$ cat config.mk
export PLATFORM = sky130hd
export DESIGN_NAME = ifetch_ooo6502
export DESIGN_NICKNAME = d
export VERILOG_FILES = /design/src/rtl/ifetch_ooo6502.sv
export SDC_FILE = /design/constraint.sdc
export NUM_CORES = 1
export LEC_CHECK = 0
export CAP_MARGIN = 20
export CORE_MARGIN = 4
export CORE_UTILIZATION = 44
export DETAILED_ROUTE_END_ITERATION = 12
export RECOVER_POWER = 25
export SLEW_MARGIN = 20
export SYNTH_ARGS = -nofsm -noshare
export SYNTH_HDL_FRONTEND = slang
export SYNTH_SLANG_ARGS = --single-unit
$ cat constraint.sdc
create_clock -name clk -period 22 [get_ports clk]
set_input_delay 2.2 -clock clk [delete_from_list [all_inputs] [get_ports clk]]
set_output_delay 2.2 -clock clk [all_outputs]
set_load 0.01 [all_outputs]
$ cat src/rtl/ifetch_ooo6502.sv
// 6502 instruction fetch: a linear byte stream is split into instructions and queued for the decoder.
// Define IFETCH_RESET_VECTOR_EN to start from the FFFC/FFFD reset vector instead of RESET_PC.
module ifetch_ooo6502 #(
  parameter int unsigned DEPTH    = 4,
  parameter logic [15:0] RESET_PC = 16'h0200
) (
  input  logic        clk,
  input  logic        rst,
  output logic [15:0] addr_o,
  output logic        rd_o,
  input  logic [7:0]  din_i,
  input  logic        redirect_valid,
  input  logic [15:0] redirect_pc,
  output logic        instr_valid,
  input  logic        instr_ready,
  output logic [7:0]  instr_op,
  output logic [15:0] instr_operand,
  output logic [1:0]  instr_len,
  output logic [15:0] instr_pc
);

  localparam int unsigned PW = $clog2(DEPTH);
  localparam int unsigned CW = PW + 1;
  localparam int unsigned EW = 42;

`ifdef IFETCH_RESET_VECTOR_EN
  localparam logic [2:0] VEC_LO = 3'd0;
  localparam logic [2:0] VEC_HI = 3'd1;
`endif
  localparam logic [2:0] OPC    = 3'd2;
  localparam logic [2:0] OPR1   = 3'd3;
  localparam logic [2:0] OPR2   = 3'd4;

  logic [2:0]    state_q, state_d;
  logic          inflight_q, inflight_d;
  logic [15:0]   fetch_pc_q, fetch_pc_d;
  logic [15:0]   ipc_q, ipc_d;
  logic [7:0]    op_q, op_d;
  logic [7:0]    b2_q, b2_d;
  logic [1:0]    len_q, len_d;
`ifdef IFETCH_RESET_VECTOR_EN
  logic [7:0]    vec_lo_q, vec_lo_d;
`endif
  logic [EW-1:0] mem_q [DEPTH];
  logic [EW-1:0] mem_d [DEPTH];
  logic [PW-1:0] wr_ptr_q, wr_ptr_d;
  logic [PW-1:0] rd_ptr_q, rd_ptr_d;
  logic [CW-1:0] count_q, count_d;

  logic          push, pop, rd_c;
  logic [EW-1:0] entry;
  logic [15:0]   pc_cur, addr_c;
  logic [1:0]    opc_len;
  logic [EW-1:0] head;

  // Opcode length from the 6502 aaabbbcc layout.
  function automatic logic [1:0] op_len(input logic [7:0] op);
    logic [2:0] bbb;
    bbb = op[4:2];
    op_len = 2'd1;
    case (op[1:0])
      2'b01: op_len = (bbb == 3'd3 || bbb == 3'd6 || bbb == 3'd7) ? 2'd3 : 2'd2;
      2'b10: begin
        if (bbb == 3'd3 || bbb == 3'd7)                     op_len = 2'd3;
        else if (bbb == 3'd0 || bbb == 3'd1 || bbb == 3'd5) op_len = 2'd2;
        else                                                op_len = 2'd1;
      end
      2'b00: begin
        if (op == 8'h20)                      op_len = 2'd3;
        else if (op == 8'h00)                 op_len = 2'd2;
        else if (op == 8'h40 || op == 8'h60)  op_len = 2'd1;
        else begin
          case (bbb)
            3'd0, 3'd1, 3'd4, 3'd5: op_len = 2'd2;
            3'd3, 3'd7:             op_len = 2'd3;
            default:                op_len = 2'd1;
          endcase
        end
      end
      default: op_len = 2'd1;
    endcase
  endfunction

  always_comb begin
    state_d    = state_q;
    inflight_d = inflight_q;
    fetch_pc_d = fetch_pc_q;
    ipc_d      = ipc_q;
    op_d       = op_q;
    b2_d       = b2_q;
    len_d      = len_q;
`ifdef IFETCH_RESET_VECTOR_EN
    vec_lo_d   = vec_lo_q;
`endif
    mem_d      = mem_q;
    wr_ptr_d   = wr_ptr_q;
    rd_ptr_d   = rd_ptr_q;
    count_d    = count_q;
    push       = 1'b0;
    entry      = '0;
    pc_cur     = fetch_pc_q;
    addr_c     = 16'h0000;
    opc_len    = op_len(din_i);

    // Consume the byte requested last cycle.
    if (inflight_q) begin
      case (state_q)
`ifdef IFETCH_RESET_VECTOR_EN
        VEC_LO: begin
          vec_lo_d = din_i;
          state_d  = VEC_HI;
        end
        VEC_HI: begin
          pc_cur  = {din_i, vec_lo_q};
          state_d = OPC;
        end
`endif
        OPC: begin
          op_d  = din_i;
          len_d = opc_len;
          if (opc_len == 2'd1) begin
            push  = 1'b1;
            entry = {din_i, 16'h0000, 2'd1, ipc_q};
          end else begin
            state_d = OPR1;
          end
        end
        OPR1: begin
          b2_d = din_i;
          if (len_q == 2'd2) begin
            push    = 1'b1;
            entry   = {op_q, 8'h00, din_i, 2'd2, ipc_q};
            state_d = OPC;
          end else begin
            state_d = OPR2;
          end
        end
        OPR2: begin
          push    = 1'b1;
          entry   = {op_q, din_i, b2_q, 2'd3, ipc_q};
          state_d = OPC;
        end
        default: state_d = OPC;
      endcase
    end

    pop = (count_q != '0) && instr_ready;

    // An opcode read reserves a queue slot; a same-cycle pop is not credited, keeping instr_ready off the read path.
    rd_c = !rst && !redirect_valid &&
           ((state_d != OPC) || ((count_q + CW'(push)) < CW'(DEPTH)));
    if (rd_c) begin
      addr_c     = pc_cur;
      fetch_pc_d = pc_cur + 16'd1;
      if (state_d == OPC) ipc_d = pc_cur;
    end else begin
      fetch_pc_d = pc_cur;
    end
    inflight_d = rd_c;

    if (push) begin
      mem_d[wr_ptr_q] = entry;
      wr_ptr_d        = wr_ptr_q + PW'(1);
    end
    if (pop) rd_ptr_d = rd_ptr_q + PW'(1);
    count_d = count_q + CW'(push) - CW'(pop);

    if (redirect_valid) begin
      state_d    = OPC;
      fetch_pc_d = redirect_pc;
      inflight_d = 1'b0;
      wr_ptr_d   = '0;
      rd_ptr_d   = '0;
      count_d    = '0;
    end
  end

  always_ff @(posedge clk or posedge rst) begin
    if (rst) begin
`ifdef IFETCH_RESET_VECTOR_EN
      state_q    <= VEC_LO;
      fetch_pc_q <= 16'hFFFC;
      vec_lo_q   <= 8'h00;
`else
      state_q    <= OPC;
      fetch_pc_q <= RESET_PC;
`endif
      inflight_q <= 1'b0;
      ipc_q      <= 16'h0000;
      op_q       <= 8'h00;
      b2_q       <= 8'h00;
      len_q      <= 2'd0;
      mem_q      <= '{default: '0};
      wr_ptr_q   <= '0;
      rd_ptr_q   <= '0;
      count_q    <= '0;
    end else begin
      state_q    <= state_d;
      fetch_pc_q <= fetch_pc_d;
`ifdef IFETCH_RESET_VECTOR_EN
      vec_lo_q   <= vec_lo_d;
`endif
      inflight_q <= inflight_d;
      ipc_q      <= ipc_d;
      op_q       <= op_d;
      b2_q       <= b2_d;
      len_q      <= len_d;
      mem_q      <= mem_d;
      wr_ptr_q   <= wr_ptr_d;
      rd_ptr_q   <= rd_ptr_d;
      count_q    <= count_d;
    end
  end

  assign head          = mem_q[rd_ptr_q];
  assign rd_o          = rd_c;
  assign addr_o        = addr_c;
  assign instr_valid   = (count_q != '0);
  assign instr_op      = head[41:34];
  assign instr_operand = head[33:18];
  assign instr_len     = head[17:16];
  assign instr_pc      = head[15:0];

endmodule

## Word-level counts from Yosys, hierarchy flattened

Cells that the tools add are included.

| operators by class | value |
|---|---|
| muxes and demuxes | 36 |
| equality and inequality tests | 18 |
| reductions and logical operators | 25 |
| $mul | 0 |
| bitwise operators | 2 |
| add/sub/neg operators | 5 |
| order comparisons | 4 |
| divide/modulo/power cells | 0 |
| shift operators | 0 |

Operator list:

| kind | number |
|---|---|
| 42-bit 2-to-1 mux | 6 |
| 168-bit bitwise mux | 1 |
| 42-bit case mux with 3 select lines | 1 |
| 42-bit binary-select mux with 2-bit select | 1 |
| 42-bit demux with 2-bit select | 1 |
| 16-bit 2-to-1 mux | 3 |
| 2-bit 2-to-1 mux | 9 |
| 16-bit by 1-bit adder with 16-bit output (second input constant) | 1 |
| 8-bit by 7-bit equality test with 1-bit output (second input constant) | 2 |
| 3-bit equality test (second input constant) | 5 |
| 3-bit 2-to-1 mux | 5 |
| 3-bit by 2-bit equality test with 1-bit output (second input constant) | 4 |
| 8-bit by 6-bit equality test with 1-bit output (second input constant) | 1 |
| 8-bit zero test | 1 |
| 1-bit logical OR | 7 |
| 3-bit >= comparator (second input constant) | 2 |
| 2-bit NOT with 3-bit output | 2 |
| 2-bit case mux with 3 select lines | 1 |
| 3-bit case mux with 2 select lines | 1 |
| 2-bit AND reduction | 3 |
| 2-bit nonzero test | 3 |
| 1-bit 2-to-1 mux | 5 |
| 2-bit by 1-bit adder with 2-bit output (second input constant) | 2 |
| 2-bit by 1-bit equality test with 1-bit output (second input constant) | 2 |
| other kinds (16) | 21 |

| storage, ports and cells | value |
|---|---|
| bits of input ports | 28 |
| bits in registers | 229 |
| RAM bits | 0 |
| memories | 0 |
| output and inout port bits | 60 |
| bits in read-only memories | 0 |
| latch bits | 0 |
| logic and storage cells | 104 |

## Logic depth before layout (Yosys ltp)

Gate-level depths: netlist of the first run.

| logic depth | value |
|---|---|
| depth after elaboration | 17 |
| gate-level depth with buffers | 13 |
| gate-level depth less buffers | 11 |

## Least setup slack after synthesis of the first run

OpenSTA, ideal clock, no wires.

| path | value |
|---|---|
| kind | input-to-output |
| from | input port rst |
| to | output port addr_o[10] |
| slack | 11617 ps |
| buffers on the path | 1 |
| stages | 5 |
| arrival | 8183 ps |
| required time | 19800 ps |
| cells stage by stage | inv_1 -> o21ai_2 -> nor2_2 -> buf_2 -> and2_1 |

| between the ends | value |
|---|---|
| longest elaborated chain between the ends | 4 |

RTL lines:

| item | RTL line | RTL |
|---|---|---|
| start: declaration | 8 | `input logic rst,` |
| 1-bit zero test (no source line) | - |  |
| 1-bit logical AND (2 in series) | 150 | `rd_c = !rst && !redirect_valid &&` |
| via rd_o | 10 | `output logic rd_o,` |
| 16-bit 2-to-1 mux | 152 | `if (rd_c) begin` |
| end: declaration | 9 | `output logic [15:0] addr_o,` |

The timed path passes the listed nets, and every way through them passes these cells.

## Worst setup path in the final report of the first run

| path | value |
|---|---|
| from | input port rst |
| to | output port addr_o[0] |

| between the ends | value |
|---|---|
| longest elaborated chain between the ends | 4 |

RTL lines:

| item | RTL line |
|---|---|
| 1-bit zero test (no source line) | - |
| 1-bit logical AND (2 in series) | 150 |
| 16-bit 2-to-1 mux | 152 |

No other way between the ends.

==> key figures, run 1 <==
Logic synthesis
  – Async set or reset register ratio after synthesis: 1.00
  – Cell variety after synth: just over 50
  – Mapped Cells: 821
  – Seq/Total Area, Yosys: 0.554
  – Synth Cell Area: just over 10,000 µm²
  – Count leader, synth: dfrtp_1
  – Ys Warns: 0
  – #FFs+latches synth: 229
  – EDFF count, synth: 0
  – Synth area leader: dfrtp_1
  – Most used DFF post-synth: dfrtp_1
  – Top cell type's share of synthesized area: 0.549
  – Syn_area_per_cell: between 10 and 15 µm²
  – Most area-consuming cells after synthesis: dfrtp_1 (55%), mux4_2 (9.1%), mux2_2 (9.0%), a21oi_1 (3.7%), nor2_1 (3.1%)
  – Top cells by count, synth: dfrtp_1 (227), nor2_1 (86), mux2_2 (83)
  – Syn Nets: 858

Clocking
  – TritonCTS clock tree: yes
  – Hold_buf cts: 0
  – Root buffer cell: clkbuf_16
  – H-Tree Depth: 1
  – Postcts setup bufs: 0
  – Largest buffer count on any clock path: 3
  – Total CTS buffers: 26
  – PostCTS Resize Cnt: 0
  – Worst-Skew Late Latency: ~0.52 ns
  – Sink Count: roughly 230
  – Clock edge transition at the registers on the reported setup and hold paths: roughly 0.050 ns

Power and ir drop
  – Cell Pwr Density: about 110 nW/µm²
  – Switching power: 401 µW
  – Clock Power Share: 0.329
  – Worst vdd ir: around 73 µV
  – Switching Share: 0.282
  – Sequential group share of total power: 0.410
  – Leak Pwr: about 0.0054 µW
  – Int Power: between 1000 and 1500 µW
  – Comb pwr share: 0.261

Timing
  – Final Max Tran Viols: between 150 and 200
  – Fin crit period: 11.19 ns
  – Final setup viols: 0
  – Worst Tran Pin Value: about 4.9 ns
  – RSZ-0062 raised after global routing: no
  – Final TNS setup: 0 ns
  – Clock skew: roughly 0.012 ns
  – Fin worst setup slack: roughly 11 ns
  – Hold Violations, Final: 0
  – Achievable Freq: approximately 89 MHz
  – Final period util: 0.508
  – Slew Limit Headroom: -2.27

Critical path
  – Crit path cell chain: dlygate4sd3_1, clkinvlp_2, o21ai_2, nor2_2, and2_1, clkdlybuf4s50_1
  – Worst Setup Start Kind: primary input
  – Setup Crit Path Kind: primary input to output pin
  – Critical Path RT: 19.80 ns
  – CP startpoint: rst
  – Slowest stage delay, CP: about 3.6 ns
  – CP max-delay cell: clkinvlp_2
  – Worst reg2reg path startpoint: state_q[0]$_DFF_PP0_
  – CP Data Arrival Time: 8.99 ns
  – Crit end category: output pin
  – Maximum fanout along the worst path: approximately 110

Cells and area
  – Syn-to-layout area delta: 19.7%
  – Final Non-Filler Cells: roughly 1,200
  – Final #Nets: a little over 900
  – Ratio of cells with drive above 1 in the final layout: 0.225
  – Core Util, Final: 0.540

Global routing
  – Initial antenna violation count: 1
  – Vias in the first global route: between 7,000 and 8,000
  – GRT Resource Usage Total: 0.194
  – First-pass GRT wire length: between 40,000 and 50,000 µm
  – Total congestion overflow: 0
  – Largest net degree at the start of global routing: around 110

Placement
  – Pre-CTS setup slack: between 10 and 15 ns
  – Hpwl dp: 15,900 µm
  – Placed Instances: 1,173
  – Routability cong.: 0.808
  – Port Buffers: 87

Run status
  – Failing checks: max-capacitance violations, max-slew violations
  – Outcome: finished with violations

Floorplan
  – Core ar.: 22,900 µm²
  – Chip width: roughly 160 µm
  – Row count: 55
  – Initial core utilization: 0.451
  – Chip height: roughly 160 µm
  – Die area: about 26,000 µm²
  – I/O pin total: slightly below 90

Flow run
  – Max-cap viol count: 2

Worst hold path
  – HP Class: flip-flop to flip-flop
  – Worst hold path startpoint: op_q[2]$_DFFE_PP0P_

Routing
  – First-pass DRT Iterations: 5
  – DR vias/cell: about 5.6
  – Detail Route Antenna Nets: 0
  – 1st-iter DRT viols: between 400 and 500
  – Residual DRC: 0
  – Final wirelength: ~25,000 µm
  – Via count: between 6,000 and 7,000
  – Wire length per cell: between 20 and 25 µm
-- placed cells by master (no fill, tap or decap), drive strengths merged, types with 2 or more instances in the layout --
cell / instances
and2: 21
clkdlybuf4s50: 77
clkinvlp: 2
nor2: 88
bufinv: 4
nand3: 2
nor3: 3
xor2: 14
nor3b: 3
nand2: 48
and3: 8
a22o: 36
nor2b: 4
dfrtp: 227
clkinv: 4
xnor2: 6
a21oi: 82
o2111ai: 8
mux2: 92
a22oi: 16
o21ai: 26
dlygate4sd3: 10
nand4: 2
dfstp: 2
buf: 8
nor4: 3
inv: 9
clkbuf: 39
mux4: 42
ha: 9
-- path summary, 6_finish.rpt --
| path | depth (start not counted) | slack (ns) | to |
|---|---|---|---|
| worst min register to register | 2 | 0.48 | op_q[2]$_DFFE_PP0P_ |
| worst max register to register | 10 | 17.82 | fetch_pc_q[1]$_DFFE_PP0P_ |
| worst min-delay path | 2 | 0.48 | op_q[2]$_DFFE_PP0P_ |
| min in group asynchronous | 2 | 3.74 | count_q[2]$_DFF_PP0_ |
| max in group asynchronous | 4 | 15.18 | mem_q[7]$_DFFE_PP0P_ |
| worst max-delay path | 6 | 10.81 | addr_o[0] |
-- worst max-delay path, delay by kind of cell --
| family | cells | cell delay (ns) |
|---|---|---|
| simple gates | 2 | 0.58 |
| compound gates | 1 | 1.41 |
| buf+inv | 3 | 4.77 |
-- state kept, by name (all words and copies together) (netlist names) --
register / cells
b2_q: 8
count_q: 3
fetch_pc_q: 16
inflight_q: 1
ipc_q: 16
len_q: 2
mem_q: 168
op_q: 8
rd_ptr_q: 2
state_q: 3
wr_ptr_q: 2
-- power groups by stage --
stage | registers (µW) | logic, µW | clock network [µW]
floorplan | 563 | 236 | 0
global placement | 582 | 368 | 0
detailed placement | 591 | 375 | 0
CTS | 584 | 378 | 480
global route | 597 | 406 | 496
finish | 583 | 371 | 468
-- logic make-up after synthesis --
group	count (synthesis)	synth area share
fa+ha+maj	9	0.0109
buf+inv	66	0.0301
compound gates	175	0.111
xor+xnor	20	0.0169
mux	135	0.193
flops	229	0.554
simple gates	187	0.0840
-- layer usage --
metal,share of wire,global-route usage,vias up
li1,-,-,3096
met1,0.44,0.260,3533
met2,0.49,0.331,189
met3,0.046,0.0322,42
met4,0.023,0.0516,0
met5,0,0,-
-- through the flow --
step,hold slack [ns],area (µm²),power (µW)
floorplan,0.447,10300,800
global placement,0.462,11400,950
detailed placement,0.469,11400,966
CTS,0.482,12400,1440
global route,0.509,12400,1500
finish,0.481,12400,1420
-- layout make-up --
type	count	area (µm²)
Fill cell	1902	10500
Tap cell	313	392
Sequential cell	229	5740
Clock inverter	10	156
Inverter	9	35.0
Clock buffer	38	797
Timing Repair Buffer	96	935
Antenna cell	1	2.50
Multi-Input combinational cell	526	4330
(Power assumes the default switching activity.)
==> run 2, diff against run 1 <==
- clock period: 22 -> 11.22 ns (I/O delays scaled with it)
==> run 2 against run 1 <==
The run still ends with max-capacitance violations, max-slew violations left. Sequential share of layout area increased by 0.15 points. Clock power increased by 90%. Final cell count decreased by 0.33%. Global-route usage decreased by 0.18 points. Core utilization decreased by 0.17 points. Via count decreased by 0.29%. Critical path depth increased by 7. Register-to-register slack got worse by 11 ns. Total power increased by 94%. Sequential power increased by 96%. Critical path type unchanged.
==> key figures, run 2 (synthesized netlist as in run 1, its figures left out) <==
Critical path
  – Critical Path RT: ~10 ns
  – Worst Setup Start Kind: primary input
  – Setup Crit Path Kind: primary input to output pin
  – Crit end category: output pin
  – Maximum fanout along the worst path: 17
  – CP Data Arrival Time: around 5.7 ns

Power and ir drop
  – Cell Pwr Density: 224 nW/µm²
  – Int Power: between 1500 and 2000 µW
  – Clock Power Share: 0.322
  – Worst vdd ir: ~140 µV
  – Switching power: just under 800 µW
  – Switching Share: 0.280
  – Leak Pwr: approximately 0.0054 µW
  – Sequential group share of total power: 0.414
  – Comb pwr share: 0.264

Timing
  – Clock skew: 0.0182 ns
  – Worst Tran Pin Value: ~1.6 ns
  – Final setup viols: 0
  – Final period util: 0.607
  – Final TNS setup: 0 ns
  – RSZ-0062 raised after global routing: no
  – Final Max Tran Viols: 42
  – Slew Limit Headroom: -0.0921
  – Achievable Freq: around 150 MHz
  – Fin crit period: 6.81 ns
  – Hold Violations, Final: 0

Routing
  – Final wirelength: about 25,000 µm
  – DR vias/cell: between 5 and 6
  – Residual DRC: 0
  – Via count: between 6,000 and 7,000
  – Detail Route Antenna Nets: 0
  – Wire length per cell: 20.2 µm
  – First-pass DRT Iterations: 4
  – 1st-iter DRT viols: about 450

Floorplan
  – Chip height: 161 µm
  – Core ar.: roughly 23,000 µm²
  – Initial core utilization: 0.451
  – Chip width: around 160 µm
  – Die area: about 26,000 µm²
  – I/O pin total: 88
  – Row count: 55

Cells and area
  – Sequential cell area: about 5700 µm²
  – Area of the multi-input gates: 4330 µm²
  – Final Non-Filler Cells: approximately 1,200
  – Commonest non-fill, non-tap cells in the layout: dfrtp_1 (225), nor2_1 (86), clkdlybuf4s50_1 (84), mux2_2 (83), a21oi_1 (76)
  – Final #Nets: ~920
  – Top Registers: mem_q: 168 flops, fetch_pc_q: 16 flops, ipc_q: 16 flops
  – Most common cell after layout, fill and taps aside: dfrtp_1
  – Ratio of cells with drive above 1 in the final layout: 0.218
  – Syn-to-layout area delta: 19.3%
  – Max reg flops: 168
  – Largest Register: mem_q
  – Antenna cells: 0
  – Fillers: between 1,500 and 2,000

Global routing
  – First-pass GRT wire length: about 40,000 µm
  – Global routing's busiest layer: met2
  – Largest net degree at the start of global routing: around 140
  – GRT Resource Usage Total: 0.192
  – Initial antenna violation count: 0
  – Vias in the first global route: 7,459
  – Met1 Use GR: 0.253
  – Met3 usage in global routing: 0.0385
  – Total congestion overflow: 0
  – GR Util met2: 0.325

Placement
  – Hpwl dp: 15,800 µm
  – Placed Instances: 1,172
  – Routability cong.: 0.811
  – Port Buffers: 87

Worst hold path
  – HP Class: flip-flop to flip-flop

Clocking
  – Root buffer cell: clkbuf_16
  – Total CTS buffers: 25
  – PostCTS Resize Cnt: 0
  – Postcts setup bufs: 0
  – Worst-Skew Late Latency: ~0.52 ns
  – TritonCTS clock tree: yes
  – Sink Count: between 200 and 250
  – Largest buffer count on any clock path: 3
  – Clock edge transition at the registers on the reported setup and hold paths: 0.05 ns
  – H-Tree Depth: 1
  – Hold_buf cts: 0

Run status
  – Outcome: finished with violations
  – Failing checks: max-capacitance violations, max-slew violations

Flow run
  – Max-cap viol count: 1
## run 2: changes by cell type in the layout (fill, tap and decap cells not counted), moves of 2 or more
cell	delta
clkdlybuf4s50_1	+7
dlygate4sd3_1	-7
clkinv_2	-4
buf_4	-2
clkbuf_1	+2
clkbuf_16	-2
clkbuf_8	+2
## run 2: final cells by class
class                           instances  share of cell area
Timing Repair Buffer                   95              0.0754
Multi-Input combinational cell        526               0.350
Clock inverter                          6              0.0111
Sequential cell                       229               0.465
Clock buffer                           40              0.0633
Inverter                                9             0.00334
Tap cell                              313              0.0317
## run 2: per-stage QoR
step	total power (µW)	setup WS (ns)	hold slack, ns	util	instance area [µm²]
floorplan	1570	2.99	0.447	-	10300
global placement	1860	4.73	0.463	0.499	11400
detailed placement	1900	4.51	0.468	0.499	11400
CTS	2800	4.48	0.482	0.539	12400
global route	2920	4.10	0.507	0.539	12300
finish	2760	4.41	0.479	0.539	12300
## run 2: worst paths after layout
check	startpoint	cells after the start	end	slack (ns)
min in group asynchronous	rst	2	fetch_pc_q[1]$_DFFE_PP0P_	1.44
setup / recovery	din_i[1]	13	addr_o[13]	4.41
setup reg to reg	state_q[1]$_DFF_PP1_	10	fetch_pc_q[1]$_DFFE_PP0P_	6.72
hold / removal	op_q[2]$_DFFE_PP0P_	2	op_q[2]$_DFFE_PP0P_	0.48
hold reg to reg	op_q[2]$_DFFE_PP0P_	2	op_q[2]$_DFFE_PP0P_	0.48
max in group asynchronous	rst	3	mem_q[24]$_DFFE_PP0P_	8.46
## run 2: critical path: stages
cell and delay, ns:
dlygate4sd3_1 0.81, a21oi_1 0.13, o21ai_1 0.35, nand4_2 0.40, a21oi_4 0.45, ha_1 0.22
ha_1 0.15, xor2_1 0.10, o21ai_1 0.54, o21ai_2 0.21, nor2_2 0.44, and2_1 0.21
clkdlybuf4s50_1 0.55
## run 2: routing by layer
layer / vias to the layer above / share of wire
met5: - / 0
met4: 0 / 0.026
met3: 37 / 0.051
met2: 187 / 0.49
met1: 3523 / 0.43
li1: 3093 / -
## run 2: power groups by stage
stage	Clock, µW	Sequential, µW	Combinational [µW]
6_report	889	1140	728
5_1_grt	952	1170	798
4_1_cts	914	1140	744
3_5_place_dp	0	1160	737
3_3_place_gp	0	1140	722
2_1_floorplan	0	1100	464
==> run 3, diff against run 2 <==
- clock period: 11.22 -> 6.6 ns (I/O delays scaled with it)
==> run 3 against run 2 <==
The run still ends with max-capacitance violations, max-slew violations left. First-iteration DRC count down 0.45%. Via count down 1.5%. Routed wire length about the same. Clock power up 52%. Hold slack better by 0.0019 ns. Final cell count unchanged. Core utilization down 0.60 points. Total power up 64%. Final area down 1.1%. Global-route usage up 0.16 points. Clock skew down 0.0075 ns. Sequential power up 72%. Largest cell class unchanged. Highest routed layer unchanged.
==> key figures, run 3 (synthesized netlist as in run 1, its figures left out) <==
Global routing
  – Initial antenna violation count: 0
  – GRT Resource Usage Total: 0.194
  – First-pass GRT wire length: just over 40,000 µm
  – Total congestion overflow: 0
  – Vias in the first global route: between 7,000 and 8,000
  – Largest net degree at the start of global routing: slightly below 90

Timing
  – Clock skew: about 0.011 ns
  – Fin crit period: 5.81 ns
  – Final TNS setup: 0 ns
  – Fin worst setup slack: ~0.8 ns
  – Achievable Freq: 172 MHz
  – RSZ-0062 raised after global routing: no
  – Hold Violations, Final: 0
  – Final Max Tran Viols: approximately 100
  – Slew Limit Headroom: -1.34
  – Final setup viols: 0
  – WHS: 0.481 ns
  – Worst Tran Pin Value: around 3.5 ns
  – Final period util: 0.880

Run status
  – Outcome: finished with violations
  – Failing checks: max-capacitance violations, max-slew violations

Floorplan
  – Chip height: around 160 µm
  – I/O pin total: 88
  – Row count: 55
  – Die area: about 26,000 µm²
  – Core ar.: around 23,000 µm²
  – Initial core utilization: 0.451
  – Chip width: 161 µm

Cells and area
  – Commonest non-fill, non-tap cells in the layout: dfrtp_1 (225), nor2_1 (86), clkdlybuf4s50_1 (85), mux2_2 (83), a21oi_1 (76)
  – Largest Register: mem_q
  – Ratio of cells with drive above 1 in the final layout: 0.210
  – Design Area, Final: around 12,000 µm²
  – Final Non-Filler Cells: roughly 1,200
  – Most common cell after layout, fill and taps aside: dfrtp_1
  – Final #Nets: a little over 900
  – Top Registers: mem_q: 168 flops, fetch_pc_q: 16 flops, ipc_q: 16 flops
  – Max reg flops: about 170
  – Fillers: approximately 1,900
  – Antenna cells: 0
  – Syn-to-layout area delta: 18.0%

Worst hold path
  – Worst hold path startpoint: op_q[6]$_DFFE_PP0P_
  – Number of cells on the worst hold path: 2
  – Hold path endpoint: op_q[6]$_DFFE_PP0P_
  – HP Class: flip-flop to flip-flop

Critical path
  – Slowest stage delay, CP: 0.76 ns
  – Most frequent CP cell: ha_1
  – Crit path cell chain: nor3b_1, nand4_2, a21oi_4, ha_1, ha_1, xor2_1, o21ai_1, o21ai_2, nor2_2, and2_1, clkdlybuf4s50_1
  – Crit end category: output pin
  – CP Data Arrival Time: 5.15 ns
  – Setup Crit Path Kind: flip-flop to output pin
  – CP max-delay cell: nor3b_1
  – Critical Path RT: 5.94 ns
  – Worst reg2reg endpoint: fetch_pc_q[1]$_DFFE_PP0P_
  – Maximum fanout along the worst path: 17
  – Reg-to-reg slack, setup: between 2 and 2.5 ns
  – FF-to-FF path depth: 10
  – Worst Setup Start Kind: flip-flop
  – Worst reg2reg path startpoint: state_q[1]$_DFF_PP1_

Routing
  – Final wirelength: around 25,000 µm
  – Wire length per cell: 20.1 µm
  – First-pass DRT Iterations: 4
  – Via count: slightly below 7,000
  – Residual DRC: 0
  – DR vias/cell: between 5 and 6
  – Detail Route Antenna Nets: 0
  – 1st-iter DRT viols: 444

Placement
  – Pre-CTS setup slack: slightly above 0.8 ns
  – Hpwl dp: 16,000 µm
  – Placed Instances: ~1,200
  – Routability cong.: between 0.8 and 0.9
  – Placed Area: between 10,000 and 15,000 µm²
  – Port Buffers: 87

Power and ir drop
  – Worst vdd ir: approximately 200 µV
  – Cell Pwr Density: between 300 and 400 nW/µm²
  – Leak Pwr: between 0.005 and 0.006 µW

Clocking
  – Root buffer cell: clkbuf_16
  – Worst-Skew Late Latency: just over 0.5 ns
  – Postcts setup bufs: 0
  – PostCTS Resize Cnt: 0
  – Clock edge transition at the registers on the reported setup and hold paths: ~0.06 ns
  – H-Tree Depth: 1
  – Hold_buf cts: 0
  – Total CTS buffers: 25
  – TritonCTS clock tree: yes
  – Sink Count: approximately 230
  – Largest buffer count on any clock path: 3

Flow run
  – Max-cap viol count: 2
run 3: cell count changes in the layout (fill, tap and decap cells not counted), sizes merged:
| cell | change |
|---|---|
| buf | +1 |
| bufinv | -2 |
| clkdlybuf4s50 | +1 |
| clkinv | +2 |
| clkinvlp | +1 |
| dlygate4sd3 | -1 |
| inv | -2 |
run 3: metrics by stage:
| stage | util | power, µW |
|---|---|---|
| final | 0.533 | 4520 |
| after global routing | 0.533 | 4780 |
| after CTS | 0.534 | 4600 |
| after detailed placement | 0.499 | 3220 |
| after global placement | 0.499 | 3170 |
| after floorplan | - | 2670 |
run 3: area by class of cell:
type	count	area (µm²)	area share
clock buffer	39	718	0.0588
multi-input combinational	526	4310	0.353
timing repair buffer	97	942	0.0772
tap	313	392	0.0321
clock inverter	5	75.1	0.00615
sequential	229	5740	0.470
inverter	9	35.0	0.00287
run 3: critical path, delay by kind of cell (launching register included):
family / cells / cell delay, ns
AOI/OAI and AO/OA: 3 / 1.15
buffers and inverters: 1 / 0.55
and+or+nand+nor: 4 / 1.89
adders and majority gates: 2 / 0.37
DFF: 1 / 0.56
xor gates and xnor gates: 1 / 0.11
run 3: worst max path at each step:
| stage | depth (start not counted) | slack (ns) | from | end |
|---|---|---|---|---|
| after floorplan | 5 | 1.02 | rst | addr_o[10] |
| after global placement | 13 | 1.06 | din_i[0] | addr_o[0] |
| after detailed placement | 13 | 0.82 | din_i[0] | addr_o[5] |
| after CTS | 13 | 0.78 | din_i[0] | addr_o[5] |
| after global routing | 11 | 0.27 | state_q[1]$_DFF_PP1_ | addr_o[4] |
| final | 11 | 0.79 | state_q[1]$_DFF_PP1_ | addr_o[5] |
run 3: layer usage:
metal  global-route usage  vias to the layer above  part of all wire
li1                     -                     3097                 -
met5                    0                        -                 0
met4               0.0427                        0             0.018
met2                0.325                      144              0.49
met1                0.268                     3461              0.45
met3               0.0329                       34             0.042
run 3: where the power goes:
group	leakage, µW	switching (µW)	total (µW)	internal, µW
sequential	0.00300	238	1960	1720
clock	0.000389	527	1350	820
combinational	0.00191	527	1220	691
total	0.00530	1290	4520	3230
